## src/rtl/ccip_hello_line_writer_pkg.sv

```systemverilog
// Shared types for the hello line writer: a trimmed CCI-P channel view,
// CSR map, DFH constant and the run-state enum.
package ccip_hello_line_writer_pkg;

    // ---------------- trimmed CCI-P types ----------------
    typedef enum logic [3:0] {
        eREQ_WRLINE_I = 4'h0,
        eREQ_WRLINE_M = 4'h1,
        eREQ_WRFENCE  = 4'h4
    } t_ccip_c1_req;

    typedef enum logic [3:0] {
        eRSP_WRLINE  = 4'h0,
        eRSP_WRFENCE = 4'h4
    } t_ccip_c1_rsp;

    typedef enum logic [1:0] {
        eCL_LEN_1 = 2'b00,
        eCL_LEN_2 = 2'b01,
        eCL_LEN_4 = 2'b11
    } t_ccip_clLen;

    typedef struct packed {
        logic [15:0] address;
        logic [1:0]  length;
        logic [8:0]  tid;
    } t_ccip_c0_ReqMmioHdr;

    typedef struct packed {
        t_ccip_c0_ReqMmioHdr hdr;
        logic [511:0]        data;
        logic                mmioRdValid;
        logic                mmioWrValid;
    } t_if_ccip_c0_Rx;

    typedef struct packed {
        t_ccip_c1_rsp resp_type;
        logic         format;
        logic [1:0]   cl_num;
        logic [15:0]  mdata;
    } t_ccip_c1_RspMemHdr;

    typedef struct packed {
        t_ccip_c1_RspMemHdr hdr;
        logic               rspValid;
    } t_if_ccip_c1_Rx;

    typedef struct packed {
        logic           c1TxAlmFull;
        t_if_ccip_c0_Rx c0;
        t_if_ccip_c1_Rx c1;
    } t_if_ccip_Rx;

    typedef struct packed {
        logic [41:0] address;
        logic [15:0] mdata;
        logic        valid;
    } t_if_ccip_c0_Tx;

    typedef struct packed {
        t_ccip_c1_req req_type;
        logic [41:0]  address;
        t_ccip_clLen  cl_len;
        logic         sop;
        logic [15:0]  mdata;
    } t_ccip_c1_ReqMemHdr;

    typedef struct packed {
        t_ccip_c1_ReqMemHdr hdr;
        logic [511:0]       data;
        logic               valid;
    } t_if_ccip_c1_Tx;

    typedef struct packed {
        logic [8:0]  tid;
        logic [63:0] data;
        logic        mmioRdValid;
    } t_if_ccip_c2_Tx;

    typedef struct packed {
        t_if_ccip_c0_Tx c0;
        t_if_ccip_c1_Tx c1;
        t_if_ccip_c2_Tx c2;
    } t_if_ccip_Tx;

    // ---------------- CSR map (32b-word addresses) ----------------
    localparam logic [15:0] CSR_DFH       = 16'h0000;
    localparam logic [15:0] CSR_AFU_ID_L  = 16'h0002;
    localparam logic [15:0] CSR_AFU_ID_H  = 16'h0004;
    localparam logic [15:0] CSR_BUF_ADDR  = 16'h0010;
    localparam logic [15:0] CSR_NUM_LINES = 16'h0012;
    localparam logic [15:0] CSR_CTRL      = 16'h0014;
    localparam logic [15:0] CSR_STATUS    = 16'h0016;

    // Standard 64-bit DFH layout: type AFU at [63:60], end-of-list at [40].
    localparam logic [63:0] AFU_DFH = {4'h1, 8'h0, 4'h0, 7'h0, 1'b1,
                                       24'h0, 4'h0, 12'h0};

    typedef enum logic [1:0] {
        IDLE  = 2'd0,
        WRITE = 2'd1,
        FENCE = 2'd2,
        WAIT  = 2'd3
    } t_state;

endpackage

```

## src/rtl/ccip_hello_line_writer_csr.sv

```systemverilog
// MMIO decode and readback for the line writer.
// Ports: clk/reset_n; mmio_i (c0 MMIO rx); busy_i/done_i/acks_i status in;
// buf_addr_o/num_lines_o/start_o config out; c2_o registered MMIO read rsp.
module ccip_hello_line_writer_csr
    import ccip_hello_line_writer_pkg::*;
#(
    parameter logic [63:0] AFU_ID_H = 64'h0,
    parameter logic [63:0] AFU_ID_L = 64'h0,
    parameter int          CNT_W    = 16
) (
    input  logic             clk,
    input  logic             reset_n,
    input  t_if_ccip_c0_Rx   mmio_i,
    input  logic             busy_i,
    input  logic             done_i,
    input  logic [CNT_W-1:0] acks_i,
    output logic [41:0]      buf_addr_o,
    output logic [CNT_W-1:0] num_lines_o,
    output logic             start_o,
    output t_if_ccip_c2_Tx   c2_o
);

    logic [41:0]      buf_addr_q;
    logic [CNT_W-1:0] num_lines_q;
    logic             start_q;
    t_if_ccip_c2_Tx   c2_q;
    logic [63:0]      rd_data;
    logic             locked;
    logic             unused_mmio;

    // A start already in flight locks the config like a running job.
    assign locked = busy_i | start_q;

    assign unused_mmio = ^{mmio_i.hdr.length, mmio_i.data[511:42]};

    always_comb begin
        rd_data = '0;
        unique case (mmio_i.hdr.address)
            CSR_DFH:       rd_data = AFU_DFH;
            CSR_AFU_ID_L:  rd_data = AFU_ID_L;
            CSR_AFU_ID_H:  rd_data = AFU_ID_H;
            CSR_BUF_ADDR:  rd_data = 64'(buf_addr_q);
            CSR_NUM_LINES: rd_data = 64'(num_lines_q);
            CSR_STATUS:    rd_data = {32'(acks_i), 30'h0, done_i, busy_i};
            default:       rd_data = '0;
        endcase
    end

    always_ff @(posedge clk or negedge reset_n) begin
        if (!reset_n) begin
            buf_addr_q  <= '0;
            num_lines_q <= '0;
            start_q     <= 1'b0;
            c2_q        <= '0;
        end else begin
            start_q          <= 1'b0;
            c2_q.mmioRdValid <= mmio_i.mmioRdValid;
            if (mmio_i.mmioRdValid) begin
                c2_q.tid  <= mmio_i.hdr.tid;
                c2_q.data <= rd_data;
            end
            if (mmio_i.mmioWrValid && !locked) begin
                unique case (mmio_i.hdr.address)
                    CSR_BUF_ADDR:  buf_addr_q  <= mmio_i.data[41:0];
                    CSR_NUM_LINES: num_lines_q <= mmio_i.data[CNT_W-1:0];
                    CSR_CTRL:      start_q     <= mmio_i.data[0];
                    default:       ;
                endcase
            end
        end
    end

    assign buf_addr_o  = buf_addr_q;
    assign num_lines_o = num_lines_q;
    assign start_o     = start_q;
    assign c2_o        = c2_q;

endmodule

```

## src/rtl/ccip_hello_line_writer.sv

```systemverilog
// AFU body: writes NUM_LINES pattern lines from BUF_ADDR, fences, flags done.
// Ports: clk, reset_n, cp2af_sRx (MMIO + write rsp), af2cp_sTx (c1 writes,
// c2 MMIO rsp; c0 idle), busy (run in progress).
module ccip_hello_line_writer
    import ccip_hello_line_writer_pkg::*;
#(
    parameter logic [63:0] AFU_ID_H = 64'h0,
    parameter logic [63:0] AFU_ID_L = 64'h0,
    parameter int          CNT_W    = 16,
    parameter logic [63:0] PATTERN  = 64'h6F57_206F_6C6C_6548
) (
    input  logic        clk,
    input  logic        reset_n,
    input  t_if_ccip_Rx cp2af_sRx,
    output t_if_ccip_Tx af2cp_sTx,
    output logic        busy
);

    t_state           state_q;
    logic [CNT_W-1:0] idx_q;
    logic [CNT_W-1:0] acks_q;
    logic             done_q;
    logic             busy_q;
    logic             fence_seen_q;
    t_if_ccip_c1_Tx   c1_q;

    logic [41:0]      buf_addr;
    logic [CNT_W-1:0] num_lines;
    logic [CNT_W-1:0] last_idx;
    logic             start;
    t_if_ccip_c2_Tx   c2;
    logic             alm_full;
    logic             wr_ack;
    logic             fence_ack;
    logic [CNT_W-1:0] ack_inc;
    logic             unused_rsp;

    ccip_hello_line_writer_csr #(
        .AFU_ID_H (AFU_ID_H),
        .AFU_ID_L (AFU_ID_L),
        .CNT_W    (CNT_W)
    ) u_csr (
        .clk         (clk),
        .reset_n     (reset_n),
        .mmio_i      (cp2af_sRx.c0),
        .busy_i      (busy_q),
        .done_i      (done_q),
        .acks_i      (acks_q),
        .buf_addr_o  (buf_addr),
        .num_lines_o (num_lines),
        .start_o     (start),
        .c2_o        (c2)
    );

    assign alm_full  = cp2af_sRx.c1TxAlmFull;
    assign last_idx  = num_lines - CNT_W'(1);
    assign wr_ack    = cp2af_sRx.c1.rspValid &&
                       cp2af_sRx.c1.hdr.resp_type == eRSP_WRLINE;
    assign fence_ack = cp2af_sRx.c1.rspValid &&
                       cp2af_sRx.c1.hdr.resp_type == eRSP_WRFENCE;
    // Packed acks cover cl_num+1 lines in one response.
    assign ack_inc   = cp2af_sRx.c1.hdr.format ?
                       CNT_W'(cp2af_sRx.c1.hdr.cl_num) + CNT_W'(1) :
                       CNT_W'(1);
    assign unused_rsp = ^cp2af_sRx.c1.hdr.mdata;

    always_ff @(posedge clk or negedge reset_n) begin
        if (!reset_n) begin
            state_q      <= IDLE;
            idx_q        <= '0;
            acks_q       <= '0;
            done_q       <= 1'b0;
            busy_q       <= 1'b0;
            fence_seen_q <= 1'b0;
            c1_q         <= '0;
        end else begin
            c1_q.valid <= 1'b0;
            if (busy_q && wr_ack) begin
                acks_q <= acks_q + ack_inc;
            end
            unique case (state_q)
                IDLE: begin
                    if (start) begin
                        done_q       <= 1'b0;
                        idx_q        <= '0;
                        acks_q       <= '0;
                        fence_seen_q <= 1'b0;
                        busy_q       <= 1'b1;
                        state_q      <= (num_lines == '0) ? FENCE : WRITE;
                    end
                end
                WRITE: begin
                    if (!alm_full) begin
                        c1_q.valid         <= 1'b1;
                        c1_q.hdr.req_type  <= eREQ_WRLINE_I;
                        c1_q.hdr.address   <= buf_addr + 42'(idx_q);
                        c1_q.hdr.cl_len    <= eCL_LEN_1;
                        c1_q.hdr.sop       <= 1'b1;
                        c1_q.hdr.mdata     <= 16'(idx_q);
                        c1_q.data          <= {PATTERN, 384'h0, 64'(idx_q)};
                        if (idx_q == last_idx) begin
                            state_q <= FENCE;
                        end else begin
                            idx_q <= idx_q + CNT_W'(1);
                        end
                    end
                end
                FENCE: begin
                    if (!alm_full) begin
                        c1_q.valid        <= 1'b1;
                        c1_q.hdr.req_type <= eREQ_WRFENCE;
                        c1_q.hdr.address  <= '0;
                        c1_q.hdr.cl_len   <= eCL_LEN_1;
                        c1_q.hdr.sop      <= 1'b0;
                        c1_q.hdr.mdata    <= '0;
                        c1_q.data         <= '0;
                        state_q           <= WAIT;
                    end
                end
                WAIT: begin
                    if (fence_ack) begin
                        fence_seen_q <= 1'b1;
                    end
                    // Fence ack may land before the last write ack is counted.
                    if ((fence_seen_q || fence_ack) && acks_q == num_lines) begin
                        state_q <= IDLE;
                        done_q  <= 1'b1;
                        busy_q  <= 1'b0;
                    end
                end
                default: state_q <= IDLE;
            endcase
        end
    end

    always_comb begin
        af2cp_sTx    = '0;
        af2cp_sTx.c1 = c1_q;
        af2cp_sTx.c2 = c2;
    end

    assign busy = busy_q;

endmodule

```

## config.mk

```make
export PLATFORM = sky130hd
export DESIGN_NAME = ccip_hello_line_writer
export DESIGN_NICKNAME = d
export VERILOG_FILES = /design/src/rtl/ccip_hello_line_writer_pkg.sv /design/src/rtl/ccip_hello_line_writer_csr.sv /design/src/rtl/ccip_hello_line_writer.sv
export SDC_FILE = /design/constraint.sdc
export NUM_CORES = 1
export LEC_CHECK = 0
export BUFFER_PORTS_ARGS = -buffer_cell sky130_fd_sc_hd__clkbuf_2
export CAP_MARGIN = 20
export CORE_AREA = 4 4 498 500
export CTS_CLUSTER_SIZE = 24
export DETAILED_ROUTE_END_ITERATION = 10
export DIE_AREA = 0 0 502 504
export HOLD_SLACK_MARGIN = 0.06
export MAX_ROUTING_LAYER = met4
export SLEW_MARGIN = 15
export SYNTH_ARGS = -nofsm -noshare
export SYNTH_HDL_FRONTEND = slang
export SYNTH_HIERARCHICAL = 1
export SYNTH_SLANG_ARGS = --single-unit
```

## constraint.sdc

```tcl
create_clock -name clk -period 3.81 [get_ports clk]
set_input_delay 0 -clock clk [delete_from_list [all_inputs] [get_ports clk]]
set_output_delay 0 -clock clk [all_outputs]
set_load 0.005 [all_outputs]
```

==> results of run 1 <==
==> logic make-up after synthesis <==
logic type	count (synthesis)	synth area share, %
multiplexers	91	7.40
flip-flops	216	34.8
adder cells (fa/ha/maj)	29	2.43
AO/OA/AOI/OAI	225	10.1
buffers and inverters	659	30.6
other	2	0.0484
AND/OR/NAND/NOR	264	9.68
XOR/XNOR	86	4.90
==> synth_stat cells, types with 4 or more instances <==
library cell and instances:
nand2_1 82, nand2b_1 8, nor4_1 6, a22o_1 39, nor3_1 14, inv_1 20, and3_1 16, a22oi_1 12
o2bb2ai_1 25, nor4_2 4, xor2_1 54, clkbuf_1 34, nor2_1 40, xnor2_1 31, mux2_2 29, nand4_1 14
nand3_1 24, ha_1 27, dfrtp_1 216, o211ai_1 6, nor3_2 5, mux2i_1 21, nor2b_1 4, a211oi_1 8
a21o_1 18, o31ai_1 7, a21oi_1 24, or3_1 8, and2_1 10, mux2_4 40, buf_6 6, o21ai_0 64
buf_4 594
==> placed cells by master (no fill, tap or decap), types with 16 or more instances in the layout <==
master and count:
ha_1 27, o21ai_0 64, and3_1 16, mux2_2 29
a21o_1 18, nand2_1 82, a21oi_1 24, inv_1 20
o2bb2ai_1 25, mux2_4 40, nand3_1 24, nor2_1 40
buf_4 16, conb_1 543, dlygate4sd3_1 77, clkbuf_16 26
xor2_1 54, a22o_1 39, dfrtp_1 216, mux2i_1 21
diode_2 44, xnor2_1 31, clkbuf_2 247
==> cell type report <==
cell class / instances / area [um^2] / area share [%]
multi-input cells: 1238 / 7420 / 36.9
flip-flops and latches: 216 / 5410 / 26.9
well taps: 3202 / 4010 / 19.9
repair buffers: 344 / 2210 / 11.0
clock buffers: 37 / 762 / 3.79
clock inverters: 11 / 113 / 0.560
diodes: 44 / 110 / 0.548
inverters: 21 / 78.8 / 0.392
==> critical path, delay by kind of cell (launching register included) <==
family | cells | cell delay, ns
adder cells (fa/ha/maj) | 2 | 0.71
AO/OA/AOI/OAI | 6 | 1.43
flip-flops | 1 | 0.47
buffers and inverters | 1 | 0.20
AND/OR/NAND/NOR | 2 | 0.13
XOR/XNOR | 1 | 0.19
==> report_power, final <==
group          switching [mW]  internal, mW  total, mW
registers               0.150          2.38       2.53
logic                   0.558         0.295      0.853
clock network            1.10          1.47       2.58
total                    1.81          4.15       5.96
==> what timing repair did <==
| action | 4_1_cts | 5_1_grt |
|---|---|---|
| resized for setup | 0 | 0 |
| hold buffers | 78 | 0 |
| hold endpoints to repair | 211 | 0 |
==> through the flow <==
| step | instance area, um^2 | setup WS (ns) | hold slack, ns | instances |
|---|---|---|---|---|
| finish | 20100 | 0.518 | 0.0765 | 5113 |
| global route | 20100 | 0.236 | 0.130 | 5112 |
| CTS | 20000 | 0.461 | 0.0982 | 5069 |
| detailed placement | 18300 | 0.490 | 0.0419 | 4943 |
| global placement | 18300 | 0.484 | 0.0388 | 4943 |
| floorplan | 17600 | 1.09 | -0.296 | 2113 |
==> layer usage <==
layer	part of all wire, %	vias up	wire length (um)
li1	-	4837	-
met1	40	4985	27500
met2	46	526	32000
met3	13	34	8710
met4	0.83	0	569
met5	0	-	0
==> state kept, by name, indices dropped and copies added (netlist names) <==
register	cells
u_csr/c2_o	59
acks_q	16
done_q	1
u_csr/start_o	1
af2cp_sTx	61
u_csr/buf_addr_o	42
busy	1
fence_seen_q	1
idx_q	16
state_q	2
u_csr/num_lines_o	16
==> worst paths after layout <==
| kind | startpoint | slack, ns | end | cells after the start |
|---|---|---|---|---|
| worst min-delay path | reset_n | 0.08 | u_csr/c2_o[71] | 3 |
| worst max-delay path | idx_q[0] | 0.52 | af2cp_sTx[630] | 12 |
| min in group clk | cp2af_sRx[23] | 0.13 | done_q | 6 |
| worst min register to register | af2cp_sTx[608] | 0.48 | af2cp_sTx[608] | 2 |
| worst max register to register | idx_q[0] | 0.52 | af2cp_sTx[630] | 12 |
| max in group asynchronous | reset_n | 3.10 | u_csr/c2_o[47] | 3 |
==> impl_metrics.env, run 1 <==
export IMPL_status="finished clean"
export IMPL_design_core_area_um2=243000
export IMPL_cp_start_kind="flip-flop"
export IMPL_fillers=28200
export IMPL_worst_pin_slew_ns=0.958
export IMPL_routed_wl_um=68800
export IMPL_slew_headroom_pct=35.9
export IMPL_powerDensity_nw_per_um2=297
export IMPL_finalCoreUtilization_pct=8.27
export IMPL_die_area_um2=253000
export IMPL_synth_cells=1572
export IMPL_grt_start_max_net_pins=96
export IMPL_io_pins=1280
export IMPL_cap_viol_max_count=0
export IMPL_area_growth_pct=29.5
export IMPL_ys_flop_type="dfrtp_1"
export IMPL_irDropWorstVdd_v=0.000263
export IMPL_grt_pass1_wl_um=89100
export IMPL_grt_pass1_vias=9650
export IMPL_critPathSlowestCell="dfrtp_1"
export IMPL_numCtsBuffers=26
export IMPL_clockRootBuffer="clkbuf_16"
export IMPL_yosysWarnings=6
export IMPL_path_clk_slew_ns=0.07
export IMPL_yosysTopAreaCell="dfrtp_1"
export IMPL_max_freq_ghz=0.304
export IMPL_synth_edf_count=0
export IMPL_die_w_um=502
export IMPL_power_mw=5.96
export IMPL_setup_viol=0
export IMPL_synth_area_leaders="dfrtp_1 35%, buf_4 29%, mux2_4 3.9%"
export IMPL_portBuffers=248
export IMPL_dpl_hpwl_um=58900
export IMPL_clockBufferDepth=3
export IMPL_cts_tree="done"
export IMPL_syn_area_um2=15500
export IMPL_slew_viol_final=0
export IMPL_slowest_delay_ns=0.47
export IMPL_path_cells="ha_1 -> fa_1 -> a21o_1 -> a21oi_1 -> o21ai_0 -> a211oi_1 -> o21a_1 -> nor2_1 -> buf_4 -> nand2_1 -> xor2_1 -> o21ai_0"
export IMPL_fin_skew_ns=0.0150
export IMPL_drt_iter0_markers=547
export IMPL_synth_seq_cells=216
export IMPL_cpMostUsedCell="o21ai_0"
export IMPL_place_congestion=0.776
export IMPL_drt_first_pass_iters=5
export IMPL_crit_type="reg -> reg"
export IMPL_grt_util_met2_pct=8.44
export IMPL_fin_crit_sh_pct=86.4
export IMPL_synthArstFlopShare_pct=100
export IMPL_cts_setup_buffers=0
export IMPL_use_met3_pct=2.67
export IMPL_ys_types=76
export IMPL_ys_seq_area_share_pct=34.8
export IMPL_antenna_left=0
export IMPL_min_period_ns=3.29
export IMPL_avgSynthCellArea_um2=9.88
export IMPL_initial_core_util_pct=6.39
export IMPL_drive_above_1_share_pct=22.1
export IMPL_antenna_found_initial=51
export IMPL_vias_per_cell=2.03
export IMPL_end_kind="flip-flop"
export IMPL_num_vias=10400
export IMPL_netlist_area_leader_share_pct=34.8
export IMPL_cts_htree_levels=1
export IMPL_num_rows=181
export IMPL_fin_nets=2444
export IMPL_grt_usage_pct=5.30
export IMPL_die_h_um=504
export IMPL_clock_latency_ns=0.57
export IMPL_p_leak_nw=9.06
export IMPL_drc_errors=0
export IMPL_grt_busiest_layer="met2"
export IMPL_critPathMaxFanout=13
export IMPL_finalSetupTns_ns=0
export IMPL_final_hold_violation_count=0
export IMPL_overflow=0
export IMPL_required_ns=4.25
export IMPL_arrival_ns=3.73
export IMPL_clkSinkCount=216
export IMPL_min_path_type="in -> async"
export IMPL_met1_usage_pct=6.16
export IMPL_rsz0062_at_grt="false"
export IMPL_avgRoutedWirePerCell_um=13.5
Power figures use the tool's default switching activity.
==> run 2: changes to the inputs <==
Settings changed: ABC_AREA from default to 1, CORE_AREA 4 4 498 500 to 4 4 493 495, DIE_AREA 0 0 502 504 to 0 0 497 499.
==> run 2 against run 1 <==
Die area shrank 2.0%. Largest power group unchanged. Non-clock buffer count stayed put. Combinational power is 37% higher. Routed wire length grew 13%. Hold slack better by 0.020 ns. First-iteration DRC count up 71%. Synthesized cell count increased by 39%. Synthesized area is 6.3% higher. Register-to-register slack gained 0.02 ns. Design area rose by 4.0%. Power rose by 6.1%.
==> impl_metrics.env, run 2 <==
export IMPL_finalSetupTns_ns=0
export IMPL_rsz0062_at_grt="false"
export IMPL_yosysWarnings=6
export IMPL_initial_core_util_pct=6.94
export IMPL_slew_headroom_pct=28.3
export IMPL_p_clk_share_pct=43.8
export IMPL_cts_htree_levels=1
export IMPL_min_path_type="in -> reg"
export IMPL_arrival_ns=3.72
export IMPL_numCtsBuffers=26
export IMPL_die_w_um=497
export IMPL_fin_crit_sh_pct=86.0
export IMPL_end_kind="flip-flop"
export IMPL_yosysMostFrequentCell="buf_4"
export IMPL_avgRoutedWirePerCell_um=13.8
export IMPL_placed_area_um2=19200
export IMPL_power_frac_comb_pct=18.5
export IMPL_num_rows=179
export IMPL_antenna_found_initial=39
export IMPL_dpl_hpwl_um=66200
export IMPL_drive_above_1_share_pct=15.3
export IMPL_synth_cells=2179
export IMPL_worst_pin_slew_ns=1.08
export IMPL_cts_resized=0
export IMPL_ys_seq_area_share_pct=32.7
export IMPL_design_core_area_um2=238000
export IMPL_powerDensity_nw_per_um2=303
export IMPL_drt_first_pass_iters=5
export IMPL_switchingPower_mw=2.05
export IMPL_slew_viol_final=0
export IMPL_fin_nets=3037
export IMPL_grt_pass1_vias=11500
export IMPL_syn_area_um2=16500
export IMPL_fin_skew_ns=0.0371
export IMPL_area_growth_pct=26.6
export IMPL_internal_power_mw=4.28
export IMPL_grt_usage_pct=6.09
export IMPL_p_leak_nw=9.82
export IMPL_max_freq_ghz=0.305
export IMPL_routed_wl_um=77900
export IMPL_final_cell_mix="543 x conb_1, 530 x nand2_1, 247 x clkbuf_2"
export IMPL_grt_pass1_wl_um=102000
export IMPL_die_h_um=499
export IMPL_final_area_um2=20900
export IMPL_vias_per_cell=2.37
export IMPL_place_congestion=0.842
export IMPL_critPathMaxFanout=12
export IMPL_irDropWorstVdd_v=0.000271
export IMPL_clock_latency_ns=0.59
export IMPL_layout_commonest_cell="conb_1"
export IMPL_preCtsSetupSlack_ns=0.612
export IMPL_ys_types=45
export IMPL_yosysTopAreaCell="dfrtp_1"
export IMPL_drc_errors=0
export IMPL_synthArstFlopShare_pct=100
export IMPL_setup_ws_ns=0.535
export IMPL_die_area_um2=248000
export IMPL_cp_start_kind="flip-flop"
export IMPL_clockBufferDepth=3
export IMPL_fillers=28000
export IMPL_num_vias=13400
export IMPL_overflow=0
export IMPL_final_hold_violation_count=0
export IMPL_netSwitchingFraction_pct=32.4
export IMPL_required_ns=4.25
export IMPL_crit_type="reg -> reg"
export IMPL_portBuffers=248
export IMPL_clockRootBuffer="clkbuf_16"
export IMPL_io_pins=1280
export IMPL_synth_edf_count=0
export IMPL_netlist_area_leader_share_pct=32.7
export IMPL_ys_flop_type="dfrtp_1"
export IMPL_clkSinkCount=216
export IMPL_avgSynthCellArea_um2=7.58
export IMPL_path_clk_slew_ns=0.07
export IMPL_cap_viol_max_count=0
export IMPL_drt_iter0_markers=934
export IMPL_largest_reg_flops=61
export IMPL_cts_tree="done"
export IMPL_status="finished clean"
export IMPL_min_period_ns=3.28
export IMPL_synth_commonest_cells="596 x buf_4, 530 x nand2_1, 216 x dfrtp_1, 146 x inv_1, 113 x nor2_1"
export IMPL_antenna_left=0
export IMPL_synth_seq_cells=216
export IMPL_grt_start_max_net_pins=85
export IMPL_setup_viol=0
export IMPL_p_seq_share_pct=37.8
export IMPL_synth_area_leaders="dfrtp_1 33%, buf_4 27%, nand2_1 12%"
run 2: cell count changes in the layout (fill, tap and decap cells not counted), sizes merged, moves of 23 or more:
cell     previous run  this run
nand2              84       535
a21oi              24        47
o21ai              67       148
o2bb2ai            25         0
a22o               39         5
inv                23       151
nand3              24       115
mux2               70         0
nor2               42       128
xor2               55        26
nand4              15        38
run 2: worst max-delay path, cell delays in order (launching register included):
cell and delay [ns]:
dfrtp_1 0.56, ha_1 0.26, fa_1 0.21, nand2_1 0.07
nand2_1 0.07, o21ai_1 0.12, o21ai_1 0.34, nand2_1 0.08
nand2_1 0.43, nand2_1 0.19, nor2_1 0.29, nand3_1 0.10
o21ai_0 0.31, nand2_1 0.08
run 2: cells by family after synthesis:
kind of cell	count (synthesis)	synth area share, %
compound gates	223	7.81
xor+xnor	44	2.33
fa+ha+maj	29	2.29
buf+inv	802	32.2
flops	216	32.7
other cells	2	0.0455
simple gates	863	22.5
run 2: timing repair:
action	CTS	global route
buffers inserted	0	0
setup endpoints to repair	0	0
hold buffers	73	0
endpoints found under the hold margin	216	0
run 2: metal layers:
layer  track usage, %  vias up  share of wire [%]
met5                -        -                  0
met4            0.915        0                1.2
met2             10.0      684                 48
met3             1.76       34                8.7
met1             7.53     6306                 42
li1                 -     6346                  -
run 2: cell type report:
type                    count  area (um^2)  share of cell area [%]
multi-input cells        1702         7820                    37.4
flip-flops and latches    216         5410                    25.9
clock inverters            18          262                    1.25
inverters                 150          563                    2.69
diodes                     22         55.1                   0.263
clock buffers              30          666                    3.18
well taps                3167         3960                    19.0
repair buffers            344         2170                    10.4
run 2: path summary, 6_finish.rpt:
path,start,end,slack [ns],cells past startpoint
max in group asynchronous,reset_n,state_q[0],1.73,4
worst min-delay path,cp2af_sRx[19],acks_q[1],0.1,6
worst max-delay path,idx_q[0],af2cp_sTx[642],0.53,13
worst min register to register,u_csr/c2_o[65],u_csr/c2_o[65],0.48,2
worst max register to register,idx_q[0],af2cp_sTx[642],0.53,13
min in group asynchronous,reset_n,idx_q[8],0.53,3
run 2: power groups by stage:
| stage | clock network, mW | logic, mW | registers (mW) |
|---|---|---|---|
| floorplan | 0 | 1.16 | 2.45 |
| global placement | 0 | 1.10 | 2.43 |
| detailed placement | 0 | 1.10 | 2.43 |
| CTS | 2.87 | 1.19 | 2.39 |
| global route | 2.98 | 1.33 | 2.40 |
| finish | 2.77 | 1.17 | 2.39 |
run 2: metrics by stage:
step / std cells / hold slack (ns) / power, mW / utilization [%]
2_1_floorplan: 2720 / -0.296 / 3.61 / -
3_5_place_dp: 5506 / 0.0984 / 3.54 / 8.07
5_1_grt: 5646 / 0.120 / 6.70 / 8.78
4_1_cts: 5627 / 0.0633 / 6.45 / 8.76
6_report: 5649 / 0.0962 / 6.33 / 8.79
3_3_place_gp: 5506 / 0.0918 / 3.53 / 8.07
